### config.mk
export PLATFORM = sky130hd
export DESIGN_NAME = restoring_divider_flat
export DESIGN_NICKNAME = d
export VERILOG_FILES = /design/src/rtl/restoring_divider_if.sv /design/src/rtl/restoring_divider.sv /design/src/flat_wrapper.sv
export SDC_FILE = /design/constraint.sdc
export NUM_CORES = 1
export LEC_CHECK = 0
export CAP_MARGIN = 20
export CORE_MARGIN = 2
export CORE_UTILIZATION = 50
export DETAILED_ROUTE_END_ITERATION = 8
export PLACE_DENSITY = 0.77
export SYNTH_ARGS = -nofsm -noshare
export SYNTH_HDL_FRONTEND = slang
export SYNTH_SLANG_ARGS = --single-unit
### constraint.sdc
create_clock -name clk -period 3.1 [get_ports clk]
set_clock_uncertainty 0.1 [all_clocks]
set_input_delay 0.62 -clock clk [delete_from_list [all_inputs] [get_ports clk]]
set_output_delay 0.62 -clock clk [all_outputs]
set_load 0.005 [all_outputs]
### src/rtl/restoring_divider_if.sv
// restoring_divider_if: start/done handshake and operand/result bus; optional RESTORING_DIVIDER_DZ_FLAG_EN adds o_div_by_zero
interface restoring_divider_if #(parameter int n = 8);
  logic         i_start;
  logic [n-1:0] i_dividend;
  logic [n-1:0] i_divisor;
  logic [n-1:0] o_quotient;
  logic [n-1:0] o_remainder;
  logic         o_done;
`ifdef RESTORING_DIVIDER_DZ_FLAG_EN
  logic         o_div_by_zero;
  modport master (output i_start, i_dividend, i_divisor, input o_quotient, o_remainder, o_done, o_div_by_zero);
  modport slave  (input i_start, i_dividend, i_divisor, output o_quotient, o_remainder, o_done, o_div_by_zero);
`else
  modport master (output i_start, i_dividend, i_divisor, input o_quotient, o_remainder, o_done);
  modport slave  (input i_start, i_dividend, i_divisor, output o_quotient, o_remainder, o_done);
`endif
endinterface

### src/rtl/restoring_divider.sv
// restoring_divider: sequential unsigned restoring divider, one quotient bit per two cycles; RESTORING_DIVIDER_DZ_FLAG_EN adds a divide-by-zero flag
module restoring_divider #(parameter int n = 8) (
  input logic               clk,
  input logic               rst_n,
  restoring_divider_if.slave bus
);
  localparam int CW = $clog2(n + 1);
  localparam logic [1:0] S_IDLE  = 2'd0;
  localparam logic [1:0] S_SHIFT = 2'd1;
  localparam logic [1:0] S_CHECK = 2'd2;
  localparam logic [1:0] S_DONE  = 2'd3;
  logic [n:0]    r_a;
  logic [n-1:0]  r_q;
  logic [n-1:0]  r_m;
  logic [CW-1:0] r_cnt;
  logic [1:0]    r_state;
  logic [n-1:0]  r_quo;
  logic [n-1:0]  r_rem;
  logic          r_done;
  logic [n:0]    w_sh;
  logic [n:0]    w_a_fix;
  logic [n-1:0]  w_q_fix;
  // shift stage input and the restore/quotient-bit decision of the check stage
  always_comb begin
    w_sh    = {r_a[n-1:0], r_q[n-1]};
    w_a_fix = r_a[n] ? r_a + {1'b0, r_m} : r_a;
    w_q_fix = {r_q[n-1:1], ~r_a[n]};
  end
`ifdef RESTORING_DIVIDER_DZ_FLAG_EN
  logic r_dz;
  // flag reflects the divisor of the most recently completed division
  always_ff @(posedge clk or negedge rst_n)
    if (!rst_n) r_dz <= 1'b0;
    else if ((r_state == S_IDLE || r_state == S_DONE) && bus.i_start) r_dz <= 1'b0;
    else if (r_state == S_CHECK && r_cnt == CW'(1)) r_dz <= (r_m == '0);
  assign bus.o_div_by_zero = r_dz;
`endif
  // control FSM and datapath: capture, shift-subtract, restore, publish
  always_ff @(posedge clk or negedge rst_n)
    if (!rst_n) begin
      r_a     <= '0;
      r_q     <= '0;
      r_m     <= '0;
      r_cnt   <= '0;
      r_state <= S_IDLE;
      r_quo   <= '0;
      r_rem   <= '0;
      r_done  <= 1'b0;
    end else begin
      case (r_state)
        S_SHIFT: begin
          r_a     <= w_sh - {1'b0, r_m};
          r_q     <= {r_q[n-2:0], 1'b0};
          r_state <= S_CHECK;
        end
        S_CHECK: begin
          r_a   <= w_a_fix;
          r_q   <= w_q_fix;
          r_cnt <= r_cnt - CW'(1);
          if (r_cnt == CW'(1)) begin
            r_quo   <= w_q_fix;
            r_rem   <= w_a_fix[n-1:0];
            r_done  <= 1'b1;
            r_state <= S_DONE;
          end else r_state <= S_SHIFT;
        end
        default:
          if (bus.i_start) begin
            r_a     <= '0;
            r_q     <= bus.i_dividend;
            r_m     <= bus.i_divisor;
            r_cnt   <= CW'(n);
            r_done  <= 1'b0;
            r_state <= S_SHIFT;
          end
      endcase
    end
  assign bus.o_quotient  = r_quo;
  assign bus.o_remainder = r_rem;
  assign bus.o_done      = r_done;
endmodule

### src/flat_wrapper.sv
// flat-port wrapper written by rule: the top's interface ports become plain ports
module restoring_divider_flat 
#(parameter int n = 8)
  (clk, rst_n, bus_i_start, bus_i_dividend, bus_i_divisor, bus_o_quotient, bus_o_remainder, bus_o_done);
  restoring_divider_if #(.n(n)) bus_i ();
  input logic clk;
  input logic rst_n;
  input wire logic [$bits(bus_i.i_start)-1:0] bus_i_start;
  input wire logic [$bits(bus_i.i_dividend)-1:0] bus_i_dividend;
  input wire logic [$bits(bus_i.i_divisor)-1:0] bus_i_divisor;
  output wire logic [$bits(bus_i.o_quotient)-1:0] bus_o_quotient;
  output wire logic [$bits(bus_i.o_remainder)-1:0] bus_o_remainder;
  output wire logic [$bits(bus_i.o_done)-1:0] bus_o_done;
  assign bus_i.i_start = bus_i_start;
  assign bus_i.i_dividend = bus_i_dividend;
  assign bus_i.i_divisor = bus_i_divisor;
  assign bus_o_quotient = bus_i.o_quotient;
  assign bus_o_remainder = bus_i.o_remainder;
  assign bus_o_done = bus_i.o_done;
  restoring_divider #(.n(n)) u_core (.clk(clk), .rst_n(rst_n), .bus(bus_i));
endmodule
After elaboration in Yosys (flattened, before gate mapping)
Index checks and enable logic that the tools add are counted.
{"block": "classes", "mux": 13, "n_eq_ne": 4, "bitwise_logic": 4, "add_sub_neg": 3, "n_reduce_logical": 9}
{"cell": "$mux 9", "n": 2}
{"cell": "$pmux 9 s2", "n": 1}
{"cell": "$pmux 8 s2", "n": 1}
{"cell": "$add 9x8->9", "n": 1}
{"cell": "$sub 9x8->9", "n": 1}
{"cell": "$mux 8", "n": 1}
{"cell": "$pmux 4 s2", "n": 1}
{"cell": "$reduce_and 2->1", "n": 4}
{"cell": "$eq 4x1->1 const B", "n": 1}
{"cell": "$mux 2", "n": 2}
{"cell": "$mux 4", "n": 1}
{"cell": "$not 1->1", "n": 4}
{"cell": "$pmux 2 s2", "n": 1}
{"cell": "$reduce_bool 2->1", "n": 2}
{"cell": "$sub 4x1->4 const B", "n": 1}
{"cell": "$reduce_and 3->1", "n": 1}
{"cell": "$reduce_bool 3->1", "n": 1}
{"cell": "$eq 2x1->1 const B", "n": 1}
{"cell": "$eq 2x2->1 const B", "n": 1}
{"cell": "$mux 1", "n": 2}
{"cell": "$ne 2x1->1 const B", "n": 1}
{"cell": "$pmux 1 s2", "n": 1}
{"cell": "$reduce_or 2->1", "n": 1}
{"block": "totals", "regBits": 48}

Logic depth before layout (Yosys ltp)
Gate-level depths: netlist of run 1.
{"block": "logic_depth", "word_depth": 4, "ltp_mapped": 8, "mapped_depth_nobuf": 8}

Worst setup path before layout of run 1
No wires, ideal clock.
{"block": "synth_path", "path_kind": "reg-to-reg", "startpoint": "reg u_core.r_m[0]", "endpoint": "reg u_core.r_a[8]", "arrival_ns": 1.961, "required_ns": 2.931, "path_buffers": 0, "setup_time_ns": 0.069, "path_slack_ns": 0.969, "path_stages_with_launch": 8, "path_cell_list": "dfrtp_1 ha_1 fa_1 nand2b_1 a21oi_1 a221oi_1 or3b_2 nand3_1"}
{"block": "synth_via", "elab_chain_cells": 3, "word_cells_on_any_way": 4}
{"element": "start: declaration", "line_no": "restoring_divider.sv:14", "rtl": "logic [n-1:0] r_m;"}
{"element": "start signal: assignment", "line_no": "restoring_divider.sv:71", "rtl": "r_m <= bus.i_divisor;"}
{"element": "$add 9x8->9", "line_no": "restoring_divider.sv:26", "rtl": "w_a_fix = r_a[n] ? r_a + {1'b0, r_m} : r_a;"}
{"element": "$mux 9", "line_no": "restoring_divider.sv:26"}
{"element": "$pmux 9 s2 (*)", "line_no": "restoring_divider.sv:50", "rtl": "case (r_state)"}
{"element": "end signal: assignment", "line_no": "restoring_divider.sv:52", "rtl": "r_a <= w_sh - {1'b0, r_m};"}
{"element": "end signal: assignment", "line_no": "restoring_divider.sv:57", "rtl": "r_a <= w_a_fix;"}
{"element": "end: declaration", "line_no": "restoring_divider.sv:12", "rtl": "logic [n:0] r_a;"}
Every way passes the cells marked *; elsewhere a longest branch is shown, timed or not.
A chain may end at the register's enable or synchronous reset.

Final worst setup path of run 1
Ends and elaborated chain as after synthesis.

==> results of run 1 <==
[power by group through the flow]
| stage | combinational, mW | clock [mW] | sequential [mW] |
|---|---|---|---|
| after floorplan | 1.28 | 0 | 0.990 |
| after global placement | 1.64 | 0 | 1.05 |
| after detailed placement | 1.72 | 0 | 1.06 |
| after CTS | 1.72 | 0.379 | 1.05 |
| after global routing | 1.94 | 0.402 | 1.07 |
| final | 1.72 | 0.369 | 1.05 |
[cell families (layout without fill, tap and decap cells)]
| kind of cell | after synthesis | after routing | share of synthesized area |
|---|---|---|---|
| flops | 48 | 48 | 0.428 |
| mux | 12 | 12 | 0.0463 |
| compound gates | 86 | 86 | 0.193 |
| xor+xnor | 7 | 7 | 0.0218 |
| buf+inv | 30 | 64 | 0.0428 |
| fa+ha+maj | 23 | 23 | 0.108 |
| simple gates | 93 | 93 | 0.160 |
[layout make-up]
cell class              instances  area, um^2
well taps                      72        90.1
clock inverters                 2        12.5
multi-input cells             221        1490
fillers                       489        2160
repair buffers                 39         375
inverters                      18        67.6
clock buffers                   5        68.8
flip-flops and latches         48        1200
[how the worst max path moves through the flow]
stage	startpoint	to	slack, ns	cells after the start
final	u_core.r_m[0]$_DFFE_PN0P_	u_core.r_a[8]$_DFFE_PN0P_	0.75	7
after global routing	u_core.r_state[0]$_DFFE_PN0P_	u_core.bus.o_remainder[6]$_DFFE_PN0P_	0.62	6
after CTS	u_core.r_m[0]$_DFFE_PN0P_	u_core.r_a[8]$_DFFE_PN0P_	0.76	7
after detailed placement	bus_i_start	u_core.r_a[8]$_DFFE_PN0P_	0.65	5
after global placement	bus_i_start	u_core.r_a[8]$_DFFE_PN0P_	0.68	5
after floorplan	u_core.r_m[0]$_DFFE_PN0P_	u_core.r_a[8]$_DFFE_PN0P_	0.97	7
[synthesized netlist by cell type, types with 3 or more instances]
library cell                n
sky130_fd_sc_hd__a211oi_1   3
sky130_fd_sc_hd__a21o_1     4
sky130_fd_sc_hd__a21oi_1   17
sky130_fd_sc_hd__a221o_1    3
sky130_fd_sc_hd__a22oi_1    6
sky130_fd_sc_hd__clkbuf_1  10
sky130_fd_sc_hd__dfrtp_1   48
sky130_fd_sc_hd__ha_1      21
sky130_fd_sc_hd__inv_1     17
sky130_fd_sc_hd__mux2_2     8
sky130_fd_sc_hd__mux2i_1    4
sky130_fd_sc_hd__nand2_1   46
sky130_fd_sc_hd__nand2b_1   4
sky130_fd_sc_hd__nand3_1    3
sky130_fd_sc_hd__nor2_1    15
sky130_fd_sc_hd__nor2b_1    3
sky130_fd_sc_hd__nor3_1     4
sky130_fd_sc_hd__o21a_1     3
sky130_fd_sc_hd__o21ai_0   31
sky130_fd_sc_hd__o21bai_1   3
sky130_fd_sc_hd__o31ai_1    3
sky130_fd_sc_hd__xnor2_1    5
[routing by layer]
metal,vias to the layer above,part of all wire,global-route usage,wire length (um)
met4,0,0.0064,0.0517,41
met5,-,0,0,0
met3,4,0.043,0.0364,273
li1,1126,-,-,-
met2,54,0.47,0.345,3010
met1,1114,0.48,0.317,3040
[state kept, by name, summed over array words and instances, names as in the netlist]
register	cells
u_core.bus.o_done	1
u_core.bus.o_remainder	8
u_core.bus.o_quotient	8
u_core.r_a	9
u_core.r_cnt	4
u_core.r_state	2
u_core.r_q	8
u_core.r_m	8
[through the flow]
stage	power (mW)	utilization	hold WS [ns]	setup slack, ns
after global routing	3.41	0.604	0.144	0.618
after detailed placement	2.77	0.590	0.361	0.655
final	3.14	0.604	0.111	0.748
after floorplan	2.27	-	0.224	0.969
after CTS	3.15	0.604	0.121	0.757
after global placement	2.68	0.590	0.364	0.677
==> flow_metrics.env, run 1 <==
export IMPL_status="finished clean"
export IMPL_synth_largest_type_area_fraction=0.428
export IMPL_final_hold_violation_count=0
export IMPL_post_synth_num_cell_types=50
export IMPL_grt_start_max_net_pins=34
export IMPL_slew_headroom=0.620
export IMPL_worst_slew_pin_slew_ns=0.570
export IMPL_synth_flop_cell="sky130_fd_sc_hd__dfrtp_1"
export IMPL_htree_num_levels=2
export IMPL_clock_sink_count=48
export IMPL_worstReg2RegStart="u_core.r_m[0]$_DFFE_PN0P_"
export IMPL_synthesized_netlist_net_count=341
export IMPL_ff2ff_setup_slack_ns=0.75
export IMPL_cts_max_path_buffers=2
export IMPL_period_share=0.759
export IMPL_maxCapViolations=0
export IMPL_ys_top_cells_by_area="sky130_fd_sc_hd__dfrtp_1, sky130_fd_sc_hd__ha_1, sky130_fd_sc_hd__nand2_1"
export IMPL_post_synth_top_area_cell="sky130_fd_sc_hd__dfrtp_1"
export IMPL_groute_usage_overall=0.219
export IMPL_gp_routability_congestion=0.917
export IMPL_post_cts_repair_setup_buffers=0
export IMPL_most_frequent_cells_in_the_layout="sky130_fd_sc_hd__dfrtp_1, sky130_fd_sc_hd__nand2_1, sky130_fd_sc_hd__clkdlybuf4s50_1"
export IMPL_ordered_cell_list_for_the_critical_path="ha_1 > fa_1 > nand2b_1 > a21oi_1 > a221oi_1 > or3b_2 > nand3_1"
export IMPL_antenna_violating_nets_post_route=0
export IMPL_firstDrtPassIters=4
export IMPL_wl_per_cell_um=15.7
export IMPL_worst_ir_drop_vdd_mv=0.508
export IMPL_ys_warnings_count=0
export IMPL_netSwitchingPower_mw=1.35
export IMPL_synth_yosys_seq_area_share=0.428
export IMPL_fin_tns_setup_ns=0
export IMPL_p_int_mw=1.79
export IMPL_count_of_flip_flops_with_a_built_in_enable_after_synthesis=0
export IMPL_seq_power_share=0.333
export IMPL_async_reset_ff_frac=1.00
export IMPL_power_clock_fraction=0.118
export IMPL_tritoncts="yes"
export IMPL_layout_cells_most_common="sky130_fd_sc_hd__dfrtp_1"
export IMPL_timing_critical_path_arrival_ns=2.49
export IMPL_clock_fmax_mhz=425
export IMPL_setup_worst_path_class="register to register"
export IMPL_drv_slew=0
export IMPL_clock_root_buffer="sky130_fd_sc_hd__clkbuf_8"
export IMPL_synth_cell_area_um2=2810
export IMPL_drc=0
export IMPL_number_of_cells_in_the_design_after_placement=398
export IMPL_crit_path_max_incr_delay_ns=0.45
export IMPL_path_max_fanout=3
export IMPL_critical_path_required_ns=3.24
export IMPL_antenna_cells=0
export IMPL_stdcell_count=405
export IMPL_setup_viol=0
export IMPL_finalNetCount=375
export IMPL_syn_instance_count=299
export IMPL_p_per_area_nw_per_um2=949
export IMPL_slowest_stage="sky130_fd_sc_hd__or3b_2"
export IMPL_initial_antenna_violation_count=0
export IMPL_timing_critical_path_buf_inv=0
export IMPL_die_width_um=78.9
export IMPL_share_comb_of_total_power=0.549
export IMPL_coreArea_um2=5470
export IMPL_rsz0062_at_grt="no"
export IMPL_dieHeight_um=78.9
export IMPL_cell_row_count=27
export IMPL_finish_instance_area_um2=3310
export IMPL_hold_buffers=0
export IMPL_fraction_of_final_layout_cells_with_drive_strength_greater_than_1=0.0841
export IMPL_place_port_buffers=35
export IMPL_cts_repair_resize_count=0
export IMPL_critPathTopFamily="simple AND/OR/NAND/NOR gates"
export IMPL_floorplan_die_area_um2=6230
export IMPL_grt_pass1_vias=2189
export IMPL_synth_avg_cell_area_um2=9.39
export IMPL_grt_pass1_wl_um=10600
export IMPL_global_route_total_overflow=0
export IMPL_clkLatencyLatePin_ns=0.30
export IMPL_power_leakage_nw=1.54
export IMPL_dpl_cell_area_um2=3230
export IMPL_cts_clk_slew_worst_paths_ns=0.09
export IMPL_worst_r2r_path_depth=7
export IMPL_wirelength_um=6370
export IMPL_endpoint_kind="register"
export IMPL_numCtsBuffers=5
export IMPL_hpwlAfterDp_um=4650
export IMPL_i_o_pin_count=36
export IMPL_holdCritPathClass="input pin to asynchronous set/reset pin"
export IMPL_timing_critical_path_from_type="register"
export IMPL_floorplan_initialDensity=0.513
export IMPL_drtIter0Drc=156
export IMPL_power_switching_fraction=0.431
export IMPL_ys_ff_latch=48
export IMPL_route_vias_total=2298
export IMPL_via_per_inst=5.67
export IMPL_final_min_clock_period_ns=2.35
export IMPL_endpoint_of_the_worst_slack_reg_to_reg_timing_path="u_core.r_a[8]$_DFFE_PN0P_"
export IMPL_area_growth_syn_to_layout_pct=17.8
(Power assumes the default switching activity.)
==> inputs of run 2 (changes only) <==
- clock period: 3.1 -> 2.3 ns (I/O delays scaled with it)
==> run 2 against run 1 <==
Effect of this change: total power up 46%; count of clock-buffer cells in the layout did not move; die area unchanged; register-to-register slack lost 0.71 ns; sequential power increased by 32%; critical path type unchanged.
==> flow_metrics.env, run 2 (same netlist as run 1, synthesis figures left out) <==
export IMPL_status="finished clean"
export IMPL_antenna_cells=0
export IMPL_firstDrtPassIters=4
export IMPL_p_total_mw=4.57
export IMPL_worst_ir_drop_vdd_mv=0.572
export IMPL_floorplan_die_area_um2=6230
export IMPL_share_comb_of_total_power=0.541
export IMPL_maxCapViolations=0
export IMPL_power_leakage_nw=1.60
export IMPL_global_route_total_overflow=0
export IMPL_clock_sink_count=48
export IMPL_endpoint_kind="register"
export IMPL_hold_buffers=0
export IMPL_cts_clk_slew_worst_paths_ns=0.09
export IMPL_antenna_violating_nets_post_route=0
export IMPL_initial_antenna_violation_count=0
export IMPL_most_frequent_cells_in_the_layout="sky130_fd_sc_hd__dfrtp_1, sky130_fd_sc_hd__nand2_1, sky130_fd_sc_hd__clkdlybuf4s50_1"
export IMPL_met3_usage=0.0500
export IMPL_grtUsageMet2=0.344
export IMPL_seqCellArea_um2=1200
export IMPL_drc=0
export IMPL_drtIter0Drc=132
export IMPL_grt_start_max_net_pins=49
export IMPL_rsz0062_at_grt="yes"
export IMPL_path_max_fanout=5
export IMPL_wl_per_cell_um=15.8
export IMPL_period_share=0.983
export IMPL_i_o_pin_count=36
export IMPL_whs_ns=0.155
export IMPL_final_min_clock_period_ns=2.26
export IMPL_grt_met1_usage=0.311
export IMPL_coreArea_um2=5470
export IMPL_timing_critical_path_arrival_ns=2.41
export IMPL_place_port_buffers=35
export IMPL_via_per_inst=5.68
export IMPL_gp_routability_congestion=0.921
export IMPL_multi_input_area_um2=1520
export IMPL_hpwlAfterDp_um=4650
export IMPL_layout_cells_most_common="sky130_fd_sc_hd__dfrtp_1"
export IMPL_cell_row_count=27
export IMPL_grt_pass1_wl_um=10800
export IMPL_globalRoute_busiestLayer="met2"
export IMPL_power_clock_fraction=0.155
export IMPL_groute_usage_overall=0.220
export IMPL_holdCritPathClass="input pin to asynchronous set/reset pin"
export IMPL_tritoncts="yes"
export IMPL_clock_root_buffer="sky130_fd_sc_hd__clkbuf_8"
export IMPL_floorplan_initialDensity=0.513
export IMPL_crit_path_max_incr_delay_ns=0.44
export IMPL_number_of_cells_in_the_design_after_placement=405
export IMPL_numCtsBuffers=5
export IMPL_critical_path_required_ns=2.44
export IMPL_largest_register="u_core.r_a"
export IMPL_dieHeight_um=78.9
export IMPL_area_growth_syn_to_layout_pct=22.5
export IMPL_cts_max_path_buffers=2
export IMPL_route_vias_total=2339
export IMPL_number_of_flip_flops_in_the_largest_register=9
export IMPL_ordered_cell_list_for_the_critical_path="ha_1 > fa_1 > a211oi_2 > o21bai_1 > a31o_2 > a211o_1 > nand3_1"
export IMPL_p_int_mw=2.70
export IMPL_clock_fmax_mhz=442
export IMPL_finalNetCount=382
export IMPL_timing_critical_path_from_type="register"
export IMPL_p_per_area_nw_per_um2=1330
export IMPL_power_switching_fraction=0.409
export IMPL_fraction_of_final_layout_cells_with_drive_strength_greater_than_1=0.124
export IMPL_htree_num_levels=2
export IMPL_stdcell_count=412
export IMPL_clkLatencyLatePin_ns=0.30
export IMPL_setup_viol=0
export IMPL_drv_slew=0
export IMPL_slew_headroom=0.591
export IMPL_n_fill_cell=468
export IMPL_slowest_stage="sky130_fd_sc_hd__dfrtp_1"
export IMPL_wirelength_um=6530
export IMPL_grt_pass1_vias=2243
export IMPL_die_width_um=78.9
export IMPL_worst_slew_pin_slew_ns=0.613
export IMPL_final_hold_violation_count=0
export IMPL_seq_power_share=0.304
export IMPL_netSwitchingPower_mw=1.87
export IMPL_post_cts_repair_setup_buffers=0
export IMPL_setup_worst_path_class="register to register"
-- run 2: cell types whose count changed in the layout (fill, tap and decap cells not counted), sizes merged --
cell | previous run | this run
bufinv | 0 | 2
clkinv | 1 | 0
clkinvlp | 1 | 0
buf | 5 | 12
-- run 2: power by group through the flow --
stage               Sequential (mW)  Clock, mW  Combinational (mW)
floorplan                      1.33          0                1.73
global placement               1.38          0                2.30
detailed placement             1.40          0                2.36
CTS                            1.39      0.724                2.39
global route                   1.44      0.763                2.73
finish                         1.39      0.710                2.47
-- run 2: final cells by class --
type,instances,share of cell area
clock inverters,2,0.0175
well taps,72,0.0262
clock buffers,5,0.0200
multi-input cells,221,0.443
inverters,18,0.0196
flip-flops and latches,48,0.349
repair buffers,46,0.124
-- run 2: worst paths after layout --
check,startpoint,end,slack (ns),cells after the start
max,u_core.r_a[0]$_DFFE_PN0P_,u_core.r_a[8]$_DFFE_PN0P_,0.04,7
min,rst_n,u_core.bus.o_remainder[5]$_DFFE_PN0P_,0.16,2
max reg2reg,u_core.r_a[0]$_DFFE_PN0P_,u_core.r_a[8]$_DFFE_PN0P_,0.04,7
min reg2reg,u_core.bus.o_quotient[2]$_DFFE_PN0P_,u_core.bus.o_quotient[2]$_DFFE_PN0P_,0.38,2
max in group asynchronous,rst_n,u_core.r_m[0]$_DFFE_PN0P_,1.54,2
min in group clk,u_core.bus.o_quotient[2]$_DFFE_PN0P_,u_core.bus.o_quotient[2]$_DFFE_PN0P_,0.38,2
-- run 2: metrics by stage --
step | setup slack [ns] | cell area [um^2] | setup TNS, ns | utilization
6_report | 0.0389 | 3440 | 0 | 0.628
5_1_grt | -0.0116 | 3440 | -0.0116 | 0.628
4_1_cts | 0.0233 | 3410 | 0 | 0.623
3_5_place_dp | 0.0119 | 3280 | 0 | 0.599
3_3_place_gp | 0.0564 | 3280 | 0 | 0.599
2_1_floorplan | 0.169 | 2810 | 0 | -
-- run 2: critical path, delay by kind of cell (launching register included) --
kind	cells	cell delay [ns]
simple gates	1	0.06
flops	1	0.44
fa+ha+maj	2	0.68
compound gates	4	0.91
-- run 2: repair_timing --
| item | in CTS | in global routing |
|---|---|---|
| gates resized for setup | 1 | 6 |
| setup endpoints to repair | 1 | 3 |
| cloned | 0 | 0 |
| pin swaps | 0 | 1 |
-- run 2: per-layer routing --
| layer | share of wire | wire (um) | up-vias |
|---|---|---|---|
| met4 | 0.013 | 87 | 0 |
| li1 | - | - | 1137 |
| met2 | 0.46 | 3010 | 50 |
| met3 | 0.048 | 311 | 11 |
| met5 | 0 | 0 | - |
| met1 | 0.48 | 3120 | 1141 |
==> inputs of run 3 (changes only) <==
- ABC_AREA: default -> 1
- CORE_UTILIZATION: 50 -> 56
- PLACE_DENSITY: 0.77 -> 0.84
==> run 3 against run 2 <==
Effect of this change: flip-flop and latch count stayed put; worst setup slack improved by 0.22 ns; routed wire length grew 3.2%; synthesized cell count is 27% higher; sequential share of layout area down 0.76 points; clock power down 24%; combinational power rose by 10%; sequential power barely moved; via count up 11%; hold slack worse by 0.010 ns; global-route usage up 2.0 points; register-to-register slack improved by 0.22 ns; critical path type unchanged; highest routed layer unchanged.
==> flow_metrics.env, run 3 <==
export IMPL_ff2ff_setup_slack_ns=0.26
export IMPL_antenna_violating_nets_post_route=0
export IMPL_setup_viol=0
export IMPL_wl_per_cell_um=13.8
export IMPL_clock_fmax_mhz=490
export IMPL_status="finished clean"
export IMPL_timing_critical_path_arrival_ns=2.14
export IMPL_fin_tns_setup_ns=0
export IMPL_synthesized_netlist_net_count=422
export IMPL_timing_critical_path_from_type="register"
export IMPL_worst_ir_drop_vdd_mv=0.684
export IMPL_cp_common_cell="sky130_fd_sc_hd__nand2_1"
export IMPL_post_synth_xor_area_fraction=0.00873
export IMPL_yosys_cell_count_top_type="sky130_fd_sc_hd__nand2_1"
export IMPL_post_synth_num_cell_types=34
export IMPL_critical_path_required_ns=2.40
export IMPL_p_per_area_nw_per_um2=1330
export IMPL_antenna_cells=0
export IMPL_synth_cell_area_um2=3010
export IMPL_die_width_um=77.3
export IMPL_yosys_mux_area_fraction=0.00374
export IMPL_setup_slack_ns=0.258
export IMPL_coreArea_um2=5140
export IMPL_post_cts_repair_setup_buffers=0
export IMPL_place_port_buffers=35
export IMPL_grt_pass1_wl_um=11600
export IMPL_firstDrtPassIters=4
export IMPL_clkLatencyLatePin_ns=0.30
export IMPL_seq_power_share=0.303
export IMPL_p_total_mw=4.68
export IMPL_clock_sink_count=48
export IMPL_route_vias_total=2604
export IMPL_gp_routability_congestion=0.909
export IMPL_yosys_area_share_simple=0.257
export IMPL_synth_flop_cell="sky130_fd_sc_hd__dfrtp_1"
export IMPL_holdCritPathClass="input pin to asynchronous set/reset pin"
export IMPL_share_comb_of_total_power=0.582
export IMPL_critPathTopFamily="simple AND/OR/NAND/NOR gates"
export IMPL_area_growth_syn_to_layout_pct=16.8
export IMPL_most_frequent_cells_in_the_layout="sky130_fd_sc_hd__nand2_1, sky130_fd_sc_hd__inv_1, sky130_fd_sc_hd__dfrtp_1"
export IMPL_post_synth_most_frequent_cells="sky130_fd_sc_hd__nand2_1, sky130_fd_sc_hd__inv_1, sky130_fd_sc_hd__dfrtp_1"
export IMPL_period_share=0.888
export IMPL_dieHeight_um=77.3
export IMPL_groute_usage_overall=0.240
export IMPL_ys_top_cells_by_area="sky130_fd_sc_hd__dfrtp_1, sky130_fd_sc_hd__nand2_1, sky130_fd_sc_hd__ha_1"
export IMPL_drc=0
export IMPL_drtIter0Drc=228
export IMPL_fraction_of_the_mapped_netlist_area_in_compound_gates=0.134
export IMPL_worstReg2RegStart="u_core.r_m[0]$_DFFE_PN0P_"
export IMPL_slew_headroom=0.576
export IMPL_hpwlAfterDp_um=4950
export IMPL_finalNetCount=460
export IMPL_power_clock_fraction=0.115
export IMPL_grt_pass1_vias=2630
export IMPL_async_reset_ff_frac=1.00
export IMPL_slowest_stage="sky130_fd_sc_hd__dfrtp_1"
export IMPL_main_combinational_cell_family_by_area_after_synthesis="simple AND/OR/NAND/NOR gates"
export IMPL_htree_num_levels=2
export IMPL_cell_row_count=26
export IMPL_count_of_flip_flops_with_a_built_in_enable_after_synthesis=0
export IMPL_p_int_mw=2.51
export IMPL_initial_antenna_violation_count=0
export IMPL_grt_start_max_net_pins=49
export IMPL_i_o_pin_count=36
export IMPL_clock_root_buffer="sky130_fd_sc_hd__clkbuf_8"
export IMPL_crit_path_max_incr_delay_ns=0.41
export IMPL_syn_instance_count=380
export IMPL_worst_slew_pin_slew_ns=0.636
export IMPL_endpoint_kind="register"
export IMPL_rsz0062_at_grt="no"
export IMPL_maxCapViolations=0
export IMPL_via_per_inst=5.33
export IMPL_floorplan_die_area_um2=5980
export IMPL_timing_critical_path_buf_inv=0
export IMPL_cts_clk_slew_worst_paths_ns=0.09
export IMPL_whs_ns=0.145
export IMPL_drv_slew=0
export IMPL_place_ws_ns=0.290
export IMPL_power_leakage_nw=1.82
export IMPL_ys_ff_latch=48
export IMPL_floorplan_initialDensity=0.585
export IMPL_setup_worst_path_class="register to register"
export IMPL_synth_yosys_seq_area_share=0.399
export IMPL_synth_largest_type_area_fraction=0.399
export IMPL_fraction_of_final_layout_cells_with_drive_strength_greater_than_1=0.117
export IMPL_cts_max_path_buffers=2
export IMPL_layout_cells_most_common="sky130_fd_sc_hd__nand2_1"
export IMPL_ordered_cell_list_for_the_critical_path="ha_1 > fa_1 > nand2_2 > nand3_4 > nand2_2 > xor2_1 > nand2_1 > nand3_1 > nand2_1 > nand2_1 > nand2_1"
export IMPL_netSwitchingPower_mw=2.17
export IMPL_n_fill_cell=442
export IMPL_power_switching_fraction=0.463
export IMPL_tritoncts="yes"
export IMPL_numCtsBuffers=5
export IMPL_synth_fa_ha_area_frac=0.101
export IMPL_ys_warnings_count=0
export IMPL_path_max_fanout=3
export IMPL_post_synth_top_area_cell="sky130_fd_sc_hd__dfrtp_1"
export IMPL_synth_avg_cell_area_um2=7.92
export IMPL_largest_register="u_core.r_a"
export IMPL_number_of_flip_flops_in_the_largest_register=9
export IMPL_hold_buffers=0
export IMPL_worst_r2r_path_depth=11
export IMPL_final_hold_violation_count=0
export IMPL_endpoint_of_the_worst_slack_reg_to_reg_timing_path="u_core.r_a[4]$_DFFE_PN0P_"
export IMPL_wirelength_um=6740
export IMPL_final_min_clock_period_ns=2.04
export IMPL_global_route_total_overflow=0
export IMPL_cts_repair_resize_count=0
export IMPL_finish_utilization=0.684
[run 3: cell types whose count changed after synthesis, sizes merged, moves of 5 or more]
cell,change
o21ai,+10
nand3,+26
clkbuf,-8
nor3,-5
xnor2,-5
nand2,+66
mux2,-7
inv,+40
buf,+6
o22ai,+6
a22oi,-6
[run 3: cell type report]
class                   count  area (um^2)  share of cell area
clock inverters             2         15.0             0.00427
repair buffers             41          390               0.111
flip-flops and latches     48         1200               0.342
inverters                  59          221              0.0630
well taps                  70         87.6              0.0249
multi-input cells         263         1520               0.432
clock buffers               6         82.6              0.0235
[run 3: worst reg2reg max path: stages (launching register included)]
cell and delay, ns:
sky130_fd_sc_hd__dfrtp_1 0.41, sky130_fd_sc_hd__ha_1 0.24, sky130_fd_sc_hd__fa_1 0.41, sky130_fd_sc_hd__nand2_2 0.11, sky130_fd_sc_hd__nand3_4 0.09, sky130_fd_sc_hd__nand2_2 0.09
sky130_fd_sc_hd__xor2_1 0.14, sky130_fd_sc_hd__nand2_1 0.08, sky130_fd_sc_hd__nand3_1 0.10, sky130_fd_sc_hd__nand2_1 0.07, sky130_fd_sc_hd__nand2_1 0.06, sky130_fd_sc_hd__nand2_1 0.05
[run 3: worst max path at each step]
stage                               from                        end  depth (start not counted)
2_1_floorplan  u_core.r_m[0]$_DFFE_PN0P_  u_core.r_a[4]$_DFFE_PN0P_                         11
3_3_place_gp   u_core.r_m[0]$_DFFE_PN0P_  u_core.r_a[4]$_DFFE_PN0P_                         11
3_5_place_dp   u_core.r_m[0]$_DFFE_PN0P_  u_core.r_a[4]$_DFFE_PN0P_                         11
4_1_cts        u_core.r_m[0]$_DFFE_PN0P_  u_core.r_a[4]$_DFFE_PN0P_                         11
5_1_grt        u_core.r_m[0]$_DFFE_PN0P_  u_core.r_a[4]$_DFFE_PN0P_                         11
6_report       u_core.r_m[0]$_DFFE_PN0P_  u_core.r_a[4]$_DFFE_PN0P_                         11
[run 3: cell families after synthesis]
logic type / after synthesis
multiplexers: 1
XOR/XNOR: 3
AO/OA/AOI/OAI: 73
adder cells (fa/ha/maj): 23
flip-flops: 48
buffers and inverters: 69
AND/OR/NAND/NOR: 163
[run 3: power groups by stage]
stage | Combinational [mW] | Clock, mW | Sequential [mW]
3_3_place_gp | 2.58 | 0 | 1.41
4_1_cts | 2.72 | 0.546 | 1.41
6_report | 2.72 | 0.537 | 1.42
2_1_floorplan | 1.96 | 0 | 1.35
3_5_place_dp | 2.68 | 0 | 1.43
5_1_grt | 3.08 | 0.584 | 1.46
[run 3: metrics by stage]
stage	cells	instance area, um^2
detailed placement	481	3420
global route	489	3520
global placement	481	3420
CTS	489	3520
finish	489	3520
floorplan	380	3010
[run 3: layer usage]
| metal | track usage | wire length, um | vias up |
|---|---|---|---|
| li1 | - | - | 1294 |
| met1 | 0.295 | 2840 | 1211 |
| met2 | 0.423 | 3400 | 83 |
| met3 | 0.0400 | 331 | 16 |
| met4 | 0.0875 | 170 | 0 |
| met5 | 0 | 0 | - |
